==> config.mk <==
export PLATFORM = sky130hd
export DESIGN_NAME = byte_unstriping
export DESIGN_NICKNAME = d
export VERILOG_FILES = /design/src/rtl/byte_unstriping.sv
export SDC_FILE = /design/constraint.sdc
export NUM_CORES = 1
export LEC_CHECK = 0
export CAP_MARGIN = 20
export CORE_MARGIN = 5
export CORE_UTILIZATION = 25
export CTS_CLUSTER_SIZE = 12
export DETAILED_ROUTE_END_ITERATION = 12
export SKIP_CTS_REPAIR_TIMING = 1
export SLEW_MARGIN = 20
export SYNTH_ARGS = -nofsm -noshare
export SYNTH_HDL_FRONTEND = slang
export SYNTH_SLANG_ARGS = --single-unit
==> constraint.sdc <==
create_clock -name clk -period 10.9 [get_ports clk]
set_input_delay 2.18 -clock clk [delete_from_list [all_inputs] [get_ports clk]]
set_output_delay 2.18 -clock clk [all_outputs]
set_load 0.02 [all_outputs]
==> src/rtl/byte_unstriping.sv <==
// Two-lane receive-side unstriper: samples lane_1/lane_0 on alternating edges and
// reassembles the word stream in a show-ahead FIFO drained by valid/ready.
module byte_unstriping #(
  parameter int DATA_WIDTH = 32,
  parameter int FIFO_DEPTH = 8,
  parameter int CNT_WIDTH  = 16
) (
  input  logic                          clk,
  input  logic                          reset,
  input  logic [DATA_WIDTH-1:0]         lane_0,
  input  logic                          valid_0,
  input  logic [DATA_WIDTH-1:0]         lane_1,
  input  logic                          valid_1,
  input  logic                          out_ready,
  output logic [DATA_WIDTH-1:0]         data_out,
  output logic                          valid_out,
  output logic [$clog2(FIFO_DEPTH):0]   fifo_count,
  output logic                          overflow,
  output logic [CNT_WIDTH-1:0]          word_count
);

  localparam int AW = $clog2(FIFO_DEPTH);

  logic [DATA_WIDTH-1:0] mem [FIFO_DEPTH];
  logic [AW:0]           wr_ptr, rd_ptr, wr_next, rd_next;
  logic                  phase;
  logic                  sample_valid;
  logic [DATA_WIDTH-1:0] sample_data;
  logic                  full, pop, push;
  logic [DATA_WIDTH-1:0] head_next;

  always_comb begin
    sample_valid = phase ? valid_1 : valid_0;
    sample_data  = phase ? lane_1  : lane_0;
    full = (wr_ptr[AW] != rd_ptr[AW]) && (wr_ptr[AW-1:0] == rd_ptr[AW-1:0]);
    pop  = valid_out & out_ready;
    // A pop in the same cycle frees the slot, so a full FIFO can still accept.
    push = sample_valid & (~full | pop);
    wr_next = wr_ptr + (AW+1)'(push);
    rd_next = rd_ptr + (AW+1)'(pop);
    // New head is the word being written when it lands in the slot rd_next points at.
    head_next = (push && (rd_next[AW-1:0] == wr_ptr[AW-1:0])) ? sample_data
                                                              : mem[rd_next[AW-1:0]];
  end

  always_ff @(posedge clk) begin
    if (push) mem[wr_ptr[AW-1:0]] <= sample_data;
  end

  always_ff @(posedge clk) begin
    if (reset) begin
      phase      <= 1'b0;
      wr_ptr     <= '0;
      rd_ptr     <= '0;
      fifo_count <= '0;
      valid_out  <= 1'b0;
      data_out   <= '0;
      overflow   <= 1'b0;
      word_count <= '0;
    end else begin
      phase      <= ~phase;
      wr_ptr     <= wr_next;
      rd_ptr     <= rd_next;
      fifo_count <= wr_next - rd_next;
      valid_out  <= (wr_next != rd_next);
      if (wr_next != rd_next) data_out <= head_next;
      if (sample_valid && !push) overflow <= 1'b1;
      if (push) word_count <= word_count + CNT_WIDTH'(1);
    end
  end

endmodule
==> results.md <==
- Status: completed
- Half-perimeter wire length after detailed placement: about 16000 um
- Post-DR vias/cell: around 4.4
- Final hold vios: 0
- Type of the tightest min-delay check: reg -> reg
- Mean instance size in the synthesized netlist: between 15 and 20 um2
- Unique cell type count in the Yosys netlist: 43
- Final layout net count: between 800 and 900
- Cells after Synth: 691
- I/O pins: ~120
- Number of enable-type register cells in the synthesized netlist: about 260
- TritonCTS clock tree: yes
- Top cells by area in the synthesized netlist: sky130_fd_sc_hd__edfxtp_1 60%, sky130_fd_sc_hd__mux4_2 11%, sky130_fd_sc_hd__dfxtp_1 9.8%
- Remaining global-route overflow: 0
- Drt initial violations: about 440
- Crit path max fanout: 32
- Layout area overhead: 23.1%
- Leakage Power: between 4 and 5 nW
- Max-slew violation count: 0
- DRC violations left: 0
- Vias in the first global route: between 6000 and 7000
- Library cell with the largest summed area after synthesis: sky130_fd_sc_hd__edfxtp_1
- Number of antenna violations at the first check in global routing: 0
- Bufs on Longest Clock Path: 3
- H-tree level count: 1
- Instance count after placement with tap cells included: roughly 1500
- Reported max-cap violation count: 0
- Clock latency on the worst-skew pair: roughly 0.58 ns
- Global-route wire length before repair: approximately 45000 um
- Startpoint types: input port
- Post-synthesis net count: slightly below 800
- WP data required: about 11 ns
- Async S/R FF share, synth: 0%
- Maximum number of pins on one net before global-route repair: 65
- Final sum of negative setup slack: 0 ns
- Setup Crit Path Kind: in -> reg
- Routed WL: slightly below 30000 um
- WL/cell: just under 20 um
- Top-area cell type share of the netlist area: about 60%
- Final setup violating endpoints: 0
- Clock-pin slew on the worst setup and hold paths: approximately 0.060 ns
- Unrepaired setup endpoints after global routing: false
- Clock root buffer master: sky130_fd_sc_hd__clkbuf_16
- Minimum period implied by the final worst setup slack: between 5 and 6 ns
- Die outline area: roughly 56000 um2
- Multiplexer share of the synthesized area: slightly below 20%
- Dominant combinational cell family by area after synthesis: multiplexers
- Initial core utilization: between 20 and 30%
- Worst-case headroom to the max-slew limit: a little under a third
- Critical Path AT: between 6 and 7 ns
- Count of standard-cell rows: between 80 and 90
- Synth Area in Compound Gates: 3.80%
- Number of iterations in the first detailed-routing pass: 4
- Width of the chip: about 240 um
- Global router's overall resource usage: between 10% and 20%
- Worst hold-check slack: 0.478 ns
- Largest vdd supply drop: between 0.1 and 0.15 mV
- Core box area: around 50000 um2
- Summed instance area of the synthesized netlist: ~13000 um2
- Fillers: between 4000 and 5000
- Cell with the most instances after synthesis: sky130_fd_sc_hd__edfxtp_1
- Share of cells above drive strength 1: between 20% and 30%
- Number of synthesis warnings: 0
- Number of standard cells in the layout, taps in and fillers out: 1521
- Setup skew after layout: 0.0108 ns
- Final ANT Viol Nets: 0
- Portion of the post-synthesis area used by sequential elements: 69.5%
- Sink count of the clock tree: 319
- Most common flop cell mapped by yosys: sky130_fd_sc_hd__edfxtp_1
- GP Congestion: roughly 0.67
- Crit. End Element: register
- Adder and majority gate portion of the synthesized area: less than 1%
- Power density over the cells: between 150 and 200 nW/um2
- Worst Tran Pin Value: 1.03 ns
- Antenna diode count: 0
- Final critical-path share of the clock period: between 50% and 60%
- Synth Register Bits: about 320
- Simple logic cell fraction of the synthesized area: around 3%
- Synthesized-area fraction occupied by xor and xnor cells: under 10%
- Max Freq: 181 MHz
- Via count of the routed design: roughly 6700
- Num CTS Buffers: 31
- Port Buffers: 122
- Chip height: roughly 240 um
- Cell types with the highest counts after synthesis: 256 x sky130_fd_sc_hd__edfxtp_1, 94 x sky130_fd_sc_hd__mux2_2, 64 x sky130_fd_sc_hd__mux4_2
## cells in the final DEF, fill, tap and decap left out, types with 3 or more instances in the layout
cell type,instances
sky130_fd_sc_hd__nor3_2,4
sky130_fd_sc_hd__ha_1,6
sky130_fd_sc_hd__nor2_1,17
sky130_fd_sc_hd__inv_1,10
sky130_fd_sc_hd__clkbuf_16,31
sky130_fd_sc_hd__a21oi_1,13
sky130_fd_sc_hd__o31ai_1,9
sky130_fd_sc_hd__xnor2_1,10
sky130_fd_sc_hd__a2111oi_0,3
sky130_fd_sc_hd__mux2_2,94
sky130_fd_sc_hd__nand3_1,10
sky130_fd_sc_hd__nand4_1,3
sky130_fd_sc_hd__xor2_1,7
sky130_fd_sc_hd__clkbuf_1,18
sky130_fd_sc_hd__nand2_1,12
sky130_fd_sc_hd__buf_4,15
sky130_fd_sc_hd__edfxtp_1,256
sky130_fd_sc_hd__or4_1,9
sky130_fd_sc_hd__clkdlybuf4s50_1,122
sky130_fd_sc_hd__dfxtp_1,62
sky130_fd_sc_hd__mux4_2,64
sky130_fd_sc_hd__a22o_1,31
## flip-flops by register name (all words and copies together) (netlist names)
signal / flops
mem: 256
data_out: 32
word_count: 16
fifo_count: 4
rd_ptr: 4
wr_ptr: 4
overflow: 1
phase: 1
valid_out: 1
## worst max-delay path, cell delays in order
cell and delay, ns:
sky130_fd_sc_hd__clkdlybuf4s50_1 0.39, sky130_fd_sc_hd__and2_1 0.16, sky130_fd_sc_hd__nor2_1 0.27, sky130_fd_sc_hd__a21o_1 0.69, sky130_fd_sc_hd__inv_1 0.29, sky130_fd_sc_hd__ha_1 0.28
sky130_fd_sc_hd__xnor2_1 0.29, sky130_fd_sc_hd__inv_1 0.09, sky130_fd_sc_hd__ha_1 0.37, sky130_fd_sc_hd__nand3_1 0.14, sky130_fd_sc_hd__nor3b_4 0.20, sky130_fd_sc_hd__buf_4 0.45
sky130_fd_sc_hd__a22o_1 0.23
## routing by layer
metal	part of all wire, %	track usage (%)	wire [um]	vias up
met4	1.8	2.41	523	0
met3	5.2	2.07	1540	35
met5	0	0	0	-
met2	50	17.5	14600	135
li1	-	-	-	3042
met1	43	13.5	12800	3502
## final cells by class
cell class | count | area (um2) | share of cell area [%]
inverters | 10 | 37.5 | 0.237
multi-input cells | 321 | 3780 | 23.9
flip-flops and latches | 319 | 8950 | 56.5
well taps | 680 | 851 | 5.37
repair buffers | 137 | 1330 | 8.42
clock buffers | 50 | 857 | 5.41
clock inverters | 4 | 32.5 | 0.205
## final timing paths
kind | endpoint | slack [ns] | from | cells after the start
setup / recovery | data_out[21]$_SDFFE_PP0N_ | 5.37 | out_ready | 13
hold / removal | data_out[17]$_SDFFE_PP0N_ | 0.48 | data_out[17]$_SDFFE_PP0N_ | 1
setup reg to reg | data_out[21]$_SDFFE_PP0N_ | 6.66 | wr_ptr[1]$_SDFF_PP0_ | 12
hold reg to reg | data_out[17]$_SDFFE_PP0N_ | 0.48 | data_out[17]$_SDFFE_PP0N_ | 1
## logic make-up after synthesis
family / after synthesis
buffers and inverters: 51
AND/OR/NAND/NOR: 70
XOR/XNOR: 19
flip-flops: 319
multiplexers: 159
adder cells (fa/ha/maj): 9
AO/OA/AOI/OAI: 64
## report_power, final
part / switching (mW) / total, mW / internal (mW) / leakage (nW)
Sequential: 0.0561 / 1.48 / 1.42 / 2.84
Combinational: 0.340 / 0.671 / 0.331 / 1.67
Clock: 0.435 / 0.970 / 0.534 / 0.427
Total: 0.832 / 3.12 / 2.29 / 4.94
## stage by stage
stage	cell area, um2	power (mW)	setup WS, ns	util (%)
6_report	15800	3.12	5.37	30.9
5_1_grt	15800	3.27	5.08	30.9
4_1_cts	15800	3.18	5.37	30.9
3_5_place_dp	15000	2.20	4.77	29.2
3_3_place_gp	15000	2.19	4.90	29.2
2_1_floorplan	12900	1.90	4.07	-
No activity file was read; power rests on OpenSTA's default activity.
